==> config.mk <==
export PLATFORM = sky130hd
export DESIGN_NAME = apple_spawner_flat
export DESIGN_NICKNAME = d
export VERILOG_FILES = /design/src/rtl/apple_spawner_pkg.sv /design/src/rtl/apple_spawner_if.sv /design/src/rtl/apple_spawner_lfsr16.sv /design/src/rtl/apple_spawner.sv /design/src/flat_wrapper.sv
export SDC_FILE = /design/constraint.sdc
export NUM_CORES = 1
export LEC_CHECK = 0
export CORE_MARGIN = 10
export CORE_UTILIZATION = 33
export DETAILED_ROUTE_END_ITERATION = 6
export PLACE_DENSITY = 0.62
export SLEW_MARGIN = 20
export SYNTH_ARGS = -nofsm -noshare
export SYNTH_HDL_FRONTEND = slang
export SYNTH_SLANG_ARGS = --single-unit
==> constraint.sdc <==
create_clock -name VGA_clk -period 4 [get_ports VGA_clk]
set_input_delay 1.2 -clock VGA_clk [delete_from_list [all_inputs] [get_ports VGA_clk]]
set_output_delay 1.2 -clock VGA_clk [all_outputs]
set_load 0.01 [all_outputs]
==> src/rtl/apple_spawner_pkg.sv <==
// apple_spawner_pkg: shared grid geometry, bus widths and placement FSM
// encoding for the snake game's apple spawner, snake body and renderer blocks.
package apple_spawner_pkg;

  localparam int unsigned CELL_PX    = 10;
  localparam int unsigned GRID_W     = 64;
  localparam int unsigned GRID_H     = 48;
  localparam int unsigned CELL_W     = 6;
  localparam int unsigned PIX_X_W    = 10;
  localparam int unsigned PIX_Y_W    = 9;
  localparam int unsigned COUNT_W    = 8;
  localparam int unsigned LFSR_W     = 16;
  localparam int unsigned SCAN_LIMIT = GRID_W * GRID_H;

  // Galois feedback mask applied when the bit shifted out is 1.
  localparam logic [LFSR_W-1:0] LFSR_TAPS = 16'hB400;

  typedef enum logic [2:0] {
    ST_IDLE  = 3'd0,
    ST_DRAW  = 3'd1,
    ST_WAIT  = 3'd2,
    ST_SCAN  = 3'd3,
    ST_PLACE = 3'd4,
    ST_READY = 3'd5
  } spawn_state_e;

endpackage

==> src/rtl/apple_spawner_if.sv <==
// apple_spawner_if: game-side signals of the apple spawner.
//   master (spawner): in  start, eaten, query_hit
//                     out query_x/y, query_req, appleX/Y, apple_valid, busy, apple_count
//   slave  (game/snake/renderer side): the mirror image.
interface apple_spawner_if;
  import apple_spawner_pkg::*;

  logic               start;
  logic               eaten;
  logic [CELL_W-1:0]  query_x;
  logic [CELL_W-1:0]  query_y;
  logic               query_req;
  logic               query_hit;
  logic [PIX_X_W-1:0] appleX;
  logic [PIX_Y_W-1:0] appleY;
  logic               apple_valid;
  logic               busy;
  logic [COUNT_W-1:0] apple_count;

  modport master (
    input  start, eaten, query_hit,
    output query_x, query_y, query_req, appleX, appleY, apple_valid, busy, apple_count
  );

  modport slave (
    output start, eaten, query_hit,
    input  query_x, query_y, query_req, appleX, appleY, apple_valid, busy, apple_count
  );

endinterface

==> src/rtl/apple_spawner_lfsr16.sv <==
// lfsr16: free-running 16-bit Galois LFSR, the spawner's random source.
//   clk   in   clock
//   reset in   synchronous active-high, loads seed
//   seed  in   non-zero reset value
//   out   out  current register value
module lfsr16
  import apple_spawner_pkg::*;
(
  input  logic              clk,
  input  logic              reset,
  input  logic [LFSR_W-1:0] seed,
  output logic [LFSR_W-1:0] out
);

  logic [LFSR_W-1:0] r_lfsr;

  // Shift right; fold the taps back in when a 1 falls off the bottom.
  always_ff @(posedge clk) begin
    if (reset) begin
      r_lfsr <= seed;
    end else begin
      r_lfsr <= (r_lfsr >> 1) ^ (r_lfsr[0] ? LFSR_TAPS : '0);
    end
  end

  assign out = r_lfsr;

endmodule

==> src/rtl/apple_spawner.sv <==
// apple_spawner: picks a free grid cell for the apple and publishes its pixel
// origin; redraws after every eaten event and counts apples eaten.
//   VGA_clk  in  pixel clock
//   reset    in  synchronous active-high
//   io       apple_spawner_if.master
//     start in (run level), eaten in (pulse), query_hit in (reply 2 cycles
//     after query_req), query_x/y/req out, appleX/appleY out (cell * 10),
//     apple_valid out, busy out, apple_count out (saturating)
module apple_spawner
  import apple_spawner_pkg::*;
#(
  parameter logic [LFSR_W-1:0] LFSR_SEED = 16'hACE1,
  parameter int unsigned       MAX_TRIES = 8
) (
  input  logic                   VGA_clk,
  input  logic                   reset,
  apple_spawner_if.master        io
);

  localparam int unsigned TRIES_W = $clog2(MAX_TRIES + 1);
  localparam int unsigned SCAN_W  = $clog2(SCAN_LIMIT + 1);
  localparam int unsigned WAIT_W  = 2;

  spawn_state_e        r_state;
  logic [CELL_W-1:0]   r_cell_x;
  logic [CELL_W-1:0]   r_cell_y;
  logic                r_query_req;
  logic [PIX_X_W-1:0]  r_apple_x;
  logic [PIX_Y_W-1:0]  r_apple_y;
  logic                r_apple_valid;
  logic                r_busy;
  logic [COUNT_W-1:0]  r_apple_count;
  logic [TRIES_W-1:0]  r_tries;
  logic [WAIT_W-1:0]   r_wait_cnt;
  logic [SCAN_W-1:0]   r_scan_cnt;
  logic                r_pending;

  logic [LFSR_W-1:0]   w_lfsr;
  logic                w_lfsr_unused;
  logic [CELL_W-1:0]   w_cand_x;
  logic [CELL_W-1:0]   w_cand_y;
  logic                w_cand_ok;
  logic                w_x_wrap;
  logic [CELL_W-1:0]   w_scan_x;
  logic [CELL_W-1:0]   w_scan_y;
  logic [PIX_X_W-1:0]  w_px_x;
  logic [PIX_Y_W-1:0]  w_px_y;

  lfsr16 u_lfsr (
    .clk   (VGA_clk),
    .reset (reset),
    .seed  (LFSR_SEED),
    .out   (w_lfsr)
  );

  // Candidate cell straight from the random source; rows >= GRID_H are off-field.
  assign w_cand_x      = w_lfsr[5:0];
  assign w_cand_y      = w_lfsr[11:6];
  assign w_lfsr_unused = ^w_lfsr[15:12];
  assign w_cand_ok     = (w_cand_y < CELL_W'(GRID_H));

  // Raster-order successor of the current cell, wrapping to (0,0) after the last.
  assign w_x_wrap = (r_cell_x == CELL_W'(GRID_W - 1));
  assign w_scan_x = w_x_wrap ? '0 : r_cell_x + CELL_W'(1);
  assign w_scan_y = !w_x_wrap                           ? r_cell_y :
                    (r_cell_y >= CELL_W'(GRID_H - 1))   ? '0       :
                                                          r_cell_y + CELL_W'(1);

  // cell * 10 as (c << 3) + (c << 1); cannot overflow for on-field cells.
  assign w_px_x = (PIX_X_W'(r_cell_x) << 3) + (PIX_X_W'(r_cell_x) << 1);
  assign w_px_y = (PIX_Y_W'(r_cell_y) << 3) + (PIX_Y_W'(r_cell_y) << 1);

  // Placement FSM with all outputs registered.
  always_ff @(posedge VGA_clk) begin
    if (reset) begin
      r_state       <= ST_IDLE;
      r_cell_x      <= '0;
      r_cell_y      <= '0;
      r_query_req   <= 1'b0;
      r_apple_x     <= '0;
      r_apple_y     <= '0;
      r_apple_valid <= 1'b0;
      r_busy        <= 1'b0;
      r_apple_count <= '0;
      r_tries       <= '0;
      r_wait_cnt    <= '0;
      r_scan_cnt    <= '0;
      r_pending     <= 1'b0;
    end else begin
      r_query_req <= 1'b0;

      // Every eaten outside IDLE counts; while placing it is remembered for READY.
      if (io.eaten && (r_state != ST_IDLE)) begin
        if (r_apple_count != '1) begin
          r_apple_count <= r_apple_count + COUNT_W'(1);
        end
        if (r_state != ST_READY) begin
          r_pending <= 1'b1;
        end
      end

      case (r_state)
        ST_IDLE: begin
          if (io.start) begin
            r_busy  <= 1'b1;
            r_state <= ST_DRAW;
          end
        end

        ST_DRAW: begin
          r_cell_x <= w_cand_x;
          r_cell_y <= w_cand_y;
          if (r_tries < TRIES_W'(MAX_TRIES)) begin
            r_tries <= r_tries + TRIES_W'(1);
          end
          if (w_cand_ok) begin
            r_query_req <= 1'b1;
            r_wait_cnt  <= '0;
            r_state     <= ST_WAIT;
          end
        end

        // Two idle cycles, then the snake's reply is sampled.
        ST_WAIT: begin
          if (r_wait_cnt != WAIT_W'(2)) begin
            r_wait_cnt <= r_wait_cnt + WAIT_W'(1);
          end else if (!io.query_hit) begin
            r_state <= ST_PLACE;
          end else if (r_tries < TRIES_W'(MAX_TRIES)) begin
            r_state <= ST_DRAW;
          end else if (r_scan_cnt >= SCAN_W'(SCAN_LIMIT)) begin
            r_state <= ST_PLACE;
          end else begin
            r_state <= ST_SCAN;
          end
        end

        ST_SCAN: begin
          r_cell_x    <= w_scan_x;
          r_cell_y    <= w_scan_y;
          r_scan_cnt  <= r_scan_cnt + SCAN_W'(1);
          r_query_req <= 1'b1;
          r_wait_cnt  <= '0;
          r_state     <= ST_WAIT;
        end

        ST_PLACE: begin
          r_apple_x     <= w_px_x;
          r_apple_y     <= w_px_y;
          r_apple_valid <= 1'b1;
          r_busy        <= 1'b0;
          r_tries       <= '0;
          r_scan_cnt    <= '0;
          r_state       <= ST_READY;
        end

        // A fresh or remembered eaten restarts placement; stopping the game parks in IDLE.
        ST_READY: begin
          if (io.start && (io.eaten || r_pending)) begin
            r_apple_valid <= 1'b0;
            r_busy        <= 1'b1;
            r_pending     <= 1'b0;
            r_state       <= ST_DRAW;
          end else if (!io.start) begin
            r_pending <= 1'b0;
            r_state   <= ST_IDLE;
          end
        end

        default: r_state <= ST_IDLE;
      endcase
    end
  end

  assign io.query_x     = r_cell_x;
  assign io.query_y     = r_cell_y;
  assign io.query_req   = r_query_req;
  assign io.appleX      = r_apple_x;
  assign io.appleY      = r_apple_y;
  assign io.apple_valid = r_apple_valid;
  assign io.busy        = r_busy;
  assign io.apple_count = r_apple_count;

endmodule
==> src/flat_wrapper.sv <==
// flat-port wrapper written by rule: the top's interface ports become plain ports
module apple_spawner_flat import apple_spawner_pkg::*;
#(
  parameter logic [LFSR_W-1:0] LFSR_SEED = 16'hACE1,
  parameter int unsigned       MAX_TRIES = 8
)
  (VGA_clk, reset, io_start, io_eaten, io_query_hit, io_query_x, io_query_y, io_query_req, io_appleX, io_appleY, io_apple_valid, io_busy, io_apple_count);
  apple_spawner_if io_i ();
  input  logic VGA_clk;
  input  logic reset;
  input wire logic [$bits(io_i.start)-1:0] io_start;
  input wire logic [$bits(io_i.eaten)-1:0] io_eaten;
  input wire logic [$bits(io_i.query_hit)-1:0] io_query_hit;
  output wire logic [$bits(io_i.query_x)-1:0] io_query_x;
  output wire logic [$bits(io_i.query_y)-1:0] io_query_y;
  output wire logic [$bits(io_i.query_req)-1:0] io_query_req;
  output wire logic [$bits(io_i.appleX)-1:0] io_appleX;
  output wire logic [$bits(io_i.appleY)-1:0] io_appleY;
  output wire logic [$bits(io_i.apple_valid)-1:0] io_apple_valid;
  output wire logic [$bits(io_i.busy)-1:0] io_busy;
  output wire logic [$bits(io_i.apple_count)-1:0] io_apple_count;
  assign io_i.start = io_start;
  assign io_i.eaten = io_eaten;
  assign io_i.query_hit = io_query_hit;
  assign io_query_x = io_i.query_x;
  assign io_query_y = io_i.query_y;
  assign io_query_req = io_i.query_req;
  assign io_appleX = io_i.appleX;
  assign io_appleY = io_i.appleY;
  assign io_apple_valid = io_i.apple_valid;
  assign io_busy = io_i.busy;
  assign io_apple_count = io_i.apple_count;
  apple_spawner #(.LFSR_SEED(LFSR_SEED), .MAX_TRIES(MAX_TRIES)) u_core (.VGA_clk(VGA_clk), .reset(reset), .io(io_i));
endmodule
==> results of run 1 <==
area by class of cell:
type	instances	area, um^2	area share
Inverter	13	48.8	0.0105
Clock inverter	6	110	0.0236
Multi-Input combinational cell	313	2070	0.444
Timing Repair Buffer	48	465	0.0998
Sequential cell	78	1560	0.335
Tap cell	143	179	0.0383
Clock buffer	10	229	0.0491
cell usage after synthesis, drive strengths merged, types with 4 or more instances:
| library cell | number |
|---|---|
| a2111oi | 4 |
| a211oi | 14 |
| a21o | 4 |
| a21oi | 37 |
| a311oi | 5 |
| a31o | 4 |
| a31oi | 4 |
| and3 | 5 |
| buf | 17 |
| clkbuf | 16 |
| dfxtp | 78 |
| ha | 14 |
| inv | 13 |
| mux2i | 5 |
| nand2 | 32 |
| nand2b | 6 |
| nand3 | 13 |
| nand3b | 8 |
| nor2 | 29 |
| nor2b | 14 |
| nor3 | 13 |
| nor3b | 6 |
| o21a | 4 |
| o21ai | 20 |
| or2 | 6 |
| or4 | 4 |
| xnor2 | 12 |
| xor2 | 4 |
metal layers:
metal	GRT usage	vias to the layer above
met5	0	-
met4	0.0351	0
met3	0.0422	6
met2	0.175	52
met1	0.130	1506
li1	-	1630
kinds of logic after synthesis:
logic type      count (synthesis)  share of synthesized area
buf+inv                        46                     0.0566
mux                             7                     0.0189
xor+xnor                       16                     0.0364
fa+ha+maj                      16                     0.0559
other cells                     1                   0.000975
simple gates                  152                      0.219
flops                          78                      0.406
compound gates                120                      0.207
sequential cells by signal (all words and copies together), names as in the netlist:
name and flops:
u_core.io.apple_count 8, u_core.io.appleX 9, u_core.u_lfsr.out 16, u_core.io.query_y 6, u_core.r_tries 4, u_core.r_state 3
u_core.r_wait_cnt 2, u_core.io.apple_valid 1, u_core.r_pending 1, u_core.io.appleY 8, u_core.io.busy 1, u_core.r_scan_cnt 12
u_core.io.query_x 6, u_core.io.query_req 1
power by group:
group | switching (mW) | internal, mW
registers | 0.0585 | 0.811
logic | 0.107 | 0.101
clock network | 0.316 | 0.608
total | 0.482 | 1.52
how the worst max path moves through the flow:
| stage | start | to | depth (start not counted) |
|---|---|---|---|
| floorplan | reset | u_core.io.appleX[9] | 4 |
| global placement | io_eaten | u_core.io.apple_count[7] | 5 |
| detailed placement | io_eaten | u_core.io.apple_count[7] | 5 |
| CTS | u_core.io.query_y[4] | io_query_y[4] | 1 |
| global route | u_core.r_state[1] | u_core.r_scan_cnt[11] | 4 |
| finish | u_core.io.query_y[4] | io_query_y[4] | 1 |
==> run summary, run 1 <==
* completed — run status
* sky130_fd_sc_hd__clkbuf_16 — Clock Tree Root
* 0.695 — final critical-path share of the clock period
* 0 — async set-or-reset flop fraction in the synthesized netlist
* 9 — CTS buffer count
* 0 — Max Cap Viol
* u_core.r_state[1] — Crit Reg-Reg Startpoint
* 4 — R2R cell count
* 1184 — Filler Cells Inserted
* sky130_fd_sc_hd__clkdlybuf4s50_1 — standard cell with the maximum stage delay on the critical path
* 2780 ps — clock period minus final worst setup slack
* 1 — count of buffer and inverter cells on the critical path
* 0 — Synth warnings
* 0.371 — Relative slew margins
* buffers and inverters — category of cells accounting for the largest share of critical-path delay
* flip-flop to flip-flop — Hold/Removal Path Class
* 15000 um — global-route wire length before repair
* output port — kind of end point of the critical path
* 8.82 um^2 — average instance area after synthesis
* 0.00385 mm^2 — total standard cell area after synthesis
* 0.0164 mm^2 — floorplan die area
* 34 — largest net degree at the start of global routing
* 21.3% — area growth from synthesis to layout
* 47 — # IOs
* 0 — PostCTS Resize Cnt
* 436 — number of instances in the synthesized netlist
* 128 um — die extent in y
* 942 ps — transition time at the pin with the least slew margin
* flip-flop to output port — type of the setup path with the least slack
* 2800 ps — Worst EP required
* 4 — detailed-routing iteration count for the pre-antenna-repair pass
* 14 — worst-path fanout max
* 0 ps — setup TNS
* 60 ps — clock-pin transition on the worst setup and hold timing paths
* 1140 ps — post-placement worst setup slack
* 0 — Antenna Violating Nets Remaining
* met4 — uppermost metal layer occupied by signal nets
* u_core.u_lfsr.out[12] — startpoint of the most critical hold path
* 0.00467 mm^2 — final instance area
* 0 — antenna violations before repair
* 6030 um — Final HPWL DP
* 2 — CTS max path bufs
* sky130_fd_sc_hd__dfxtp_1 — most frequent standard cell in the layout excluding fill and tap cells
* 0.109 — global router's overall resource usage
* u_core.r_scan_cnt[11] — destination of the worst register-to-register timing path
* 3131 — vias in the first global route
* 2.00 mW — overall power after layout
* sky130_fd_sc_hd__dfxtp_1 — largest area contributor in the synthesized netlist
* 0 — number of endpoints with negative hold slack in the final report
* 8630 um — total detailed-routing wirelength
* sky130_fd_sc_hd__dfxtp_1, sky130_fd_sc_hd__a21oi_1, sky130_fd_sc_hd__ha_1 — top post-synthesis cells by area
* 0 — antenna fix cells
* 588 um — met3 routed wirelength
* 595 — number of placed instances with taps included
* 0.786 — placer's final routability congestion estimate
* 4050 um — met1 routed wirelength after detailed routing
* 0.409 — final core utilization
* 3194 — via count of the routed design
* 0 — CTS hold repair buffers
* 1.63 nW — reported leakage power
* 61 — Yosys cell types
* 415 ps — final-layout worst hold slack
* u_core.u_lfsr.out[11] — worst hold path endpoint
* 128 um — horizontal extent of the die
* 0 — final setup violating endpoints
* 1580 ps — data arrival at the endpoint of the critical path
* 484 — number of nets in the final layout
* flip-flop — startpoint kind of the worst setup timing path
* 44 — buffers added on ports
* 39 — Std-Cell Rows
* 340 ps — clock insertion delay at the later pin of the skew report
* sky130_fd_sc_hd__dfxtp_1 — Most used DFF post-synth
* 187 — DR iter-0 viols
* 0.0855 — fraction of layout instances using a drive strength above 1
* 360 MHz — maximum operating frequency
* 14.1 um — mean routed wirelength per cell
* 1420 ps — slack of the worst reg-to-reg path
* 1220 ps — final worst-path setup slack
* 78 — total clock sinks
* 0.337 — Initial Util
* clkdlybuf4s50_1 — cell chain of the critical path
* 630 ps — delay of the slowest critical-path stage
* 0.312 mV — peak supply drop
* 5.23 — per-cell via count in the routed design
* 3 — deepest level of the CTS H-tree
* done — CTS tree
* 0.00433 mm^2 — dpl cell area
* 0 — total congestion overflow after global routing
* 429 mW/mm^2 — Power Dens Cells
* 0 — number of DRC violations after detailed routing
* 0.406 — proportion of synthesized chip area in sequential cells
* sky130_fd_sc_hd__dfxtp_1, sky130_fd_sc_hd__clkdlybuf4s50_1, sky130_fd_sc_hd__a21oi_1 — top library cells by usage in the layout, fill and taps aside
* 0 — count of final max-slew check failures
* 0.0114 mm^2 — core outline area
* no — RSZ-0062 raised after global routing
* 0.406 — share of the synthesized area in the top cell type
* 4.01 ps — clock skew
* 78 — #FFs+latches synth
* 1 — WHS Path Cells
* 0 — Setup Buffers After CTS
* 3900 um — routed wire length on met2
* 0 — count of flip-flops with a built-in enable after synthesis
* 611 — Finished Layout Cells
Power figures use the tool's default switching activity.
==> inputs of run 2 (changes only) <==
clock period = 2.6 ns   (was 4 ns; I/O delays follow)
==> run summary, run 2 (synthesis results as in run 1) <==
* 0.0164 mm^2 — floorplan die area, unchanged
* 9 — CTS buffer count, unchanged
* 0.109 — global router's overall resource usage, about the same
* 3255 — via count of the routed design, was 3194
* flip-flop to output port — type of the setup path with the least slack, unchanged
* 1 — count of buffer and inverter cells on the critical path, unchanged
* 0.0114 mm^2 — core outline area, unchanged
* 0 — Setup Buffers After CTS, unchanged
* 8710 um — total detailed-routing wirelength, was 8630 um
* 128 um — horizontal extent of the die, unchanged
* 1820 ps — Worst EP required, was 2800 ps
* 0 — Max Cap Viol, unchanged
* 1550 ps — data arrival at the endpoint of the critical path, was 1580 ps
* 0.105 — fraction of layout instances using a drive strength above 1, was 0.0855
* 644 ps — transition time at the pin with the least slew margin, was 942 ps
* 0.823 — placer's final routability congestion estimate, was 0.786
* 14.0 um — mean routed wirelength per cell, was 14.1 um
* clkdlybuf4s50_1 — cell chain of the critical path, unchanged
* 0 — PostCTS Resize Cnt, unchanged
* sky130_fd_sc_hd__dfxtp_1 — most frequent standard cell in the layout excluding fill and tap cells, unchanged
* 0.349 mV — peak supply drop, was 0.312 mV
* 179 — DR iter-0 viols, was 187
* 0.410 — final core utilization, was 0.409
* 409 ps — final-layout worst hold slack, was 415 ps
* 44 — largest net degree at the start of global routing, was 34
* 78 — total clock sinks, unchanged
* 0 ps — setup TNS, unchanged
* 0.337 — Initial Util, unchanged
* 0 — number of DRC violations after detailed routing, unchanged
* 15000 um — global-route wire length before repair, unchanged
* 0 — total congestion overflow after global routing, unchanged
* flip-flop — startpoint kind of the worst setup timing path, unchanged
* flip-flop to flip-flop — Hold/Removal Path Class, unchanged
* 5.25 — per-cell via count in the routed design, was 5.23
* 47 — # IOs, unchanged
* 60 ps — clock-pin transition on the worst setup and hold timing paths, about the same
* no — RSZ-0062 raised after global routing, unchanged
* 336 ps — post-placement worst setup slack, was 1140 ps
* 0 — CTS hold repair buffers, unchanged
* sky130_fd_sc_hd__clkbuf_16 — Clock Tree Root, unchanged
* 128 um — die extent in y, unchanged
* 2 — CTS max path bufs, unchanged
* output port — kind of end point of the critical path, unchanged
* 4 — detailed-routing iteration count for the pre-antenna-repair pass, unchanged
* 429 MHz — maximum operating frequency
* 630 ps — delay of the slowest critical-path stage, about the same
* sky130_fd_sc_hd__dfxtp_1, sky130_fd_sc_hd__clkdlybuf4s50_1, sky130_fd_sc_hd__a21oi_1 — top library cells by usage in the layout, fill and taps aside, unchanged
* 4.97 ps — clock skew, was 4.01 ps
* 493 — number of nets in the final layout, was 484
* 0 — antenna violations before repair, unchanged
* 0 — Antenna Violating Nets Remaining, unchanged
* 0 — number of endpoints with negative hold slack in the final report, unchanged
* 1.65 nW — reported leakage power, was 1.63 nW
* 0 — antenna fix cells, unchanged
* 3146 — vias in the first global route, was 3131
* 21.7% — area growth from synthesis to layout, was 21.3%
* done — CTS tree, unchanged
* 0.570 — Relative slew margins, was 0.371
* 6200 um — Final HPWL DP, was 6030 um
* 605 mW/mm^2 — Power Dens Cells, was 429 mW/mm^2
* 2330 ps — clock period minus final worst setup slack
* 0.897 — final critical-path share of the clock period
* 39 — Std-Cell Rows, unchanged
* 268 ps — final worst-path setup slack, was 1220 ps
* 0 — final setup violating endpoints, unchanged
* buffers and inverters — category of cells accounting for the largest share of critical-path delay, unchanged
* 340 ps — clock insertion delay at the later pin of the skew report, about the same
* sky130_fd_sc_hd__clkdlybuf4s50_1 — standard cell with the maximum stage delay on the critical path, unchanged
* completed — run status, unchanged
* 16 — max FFs per register, unchanged
* 3 — deepest level of the CTS H-tree, unchanged
* 12 — worst-path fanout max, was 14
* 0 — count of final max-slew check failures, unchanged
* 44 — buffers added on ports, unchanged
## run 2: layer usage
| metal | routed length, um | vias to the layer above | GRT usage |
|---|---|---|---|
| met3 | 626 | 7 | 0.0443 |
| met5 | 0 | - | 0 |
| li1 | - | 1635 | - |
| met1 | 4090 | 1541 | 0.131 |
| met2 | 3910 | 72 | 0.174 |
| met4 | 86 | 0 | 0.0278 |
## run 2: worst paths after layout
check	startpoint	end	slack (ps)	cells after the start
max	u_core.io.query_y[5]	io_query_y[5]	270	1
min	u_core.u_lfsr.out[12]	u_core.u_lfsr.out[11]	410	1
max reg2reg	u_core.r_state[1]	u_core.r_scan_cnt[11]	580	4
min reg2reg	u_core.u_lfsr.out[12]	u_core.u_lfsr.out[11]	410	1
## run 2: layout make-up
class | count | area [um^2]
fill | 1178 | 6740
multi-input combinational | 313 | 2070
sequential | 78 | 1560
timing repair buffer | 57 | 546
clock buffer | 10 | 239
tap | 143 | 179
inverter | 13 | 48.8
clock inverter | 6 | 37.5
## run 2: report_power, final
part / internal, mW / switching, mW / total [mW]
registers: 1.25 / 0.0754 / 1.32
logic: 0.168 / 0.184 / 0.352
clock network: 0.666 / 0.492 / 1.16
total: 2.08 / 0.751 / 2.83
## run 2: stage by stage
stage	instances	power (mW)	instance area, um^2
floorplan	437	1.58	3850
global placement	604	1.69	4410
detailed placement	604	1.70	4410
CTS	620	2.87	4680
global route	620	2.98	4680
finish	620	2.83	4680
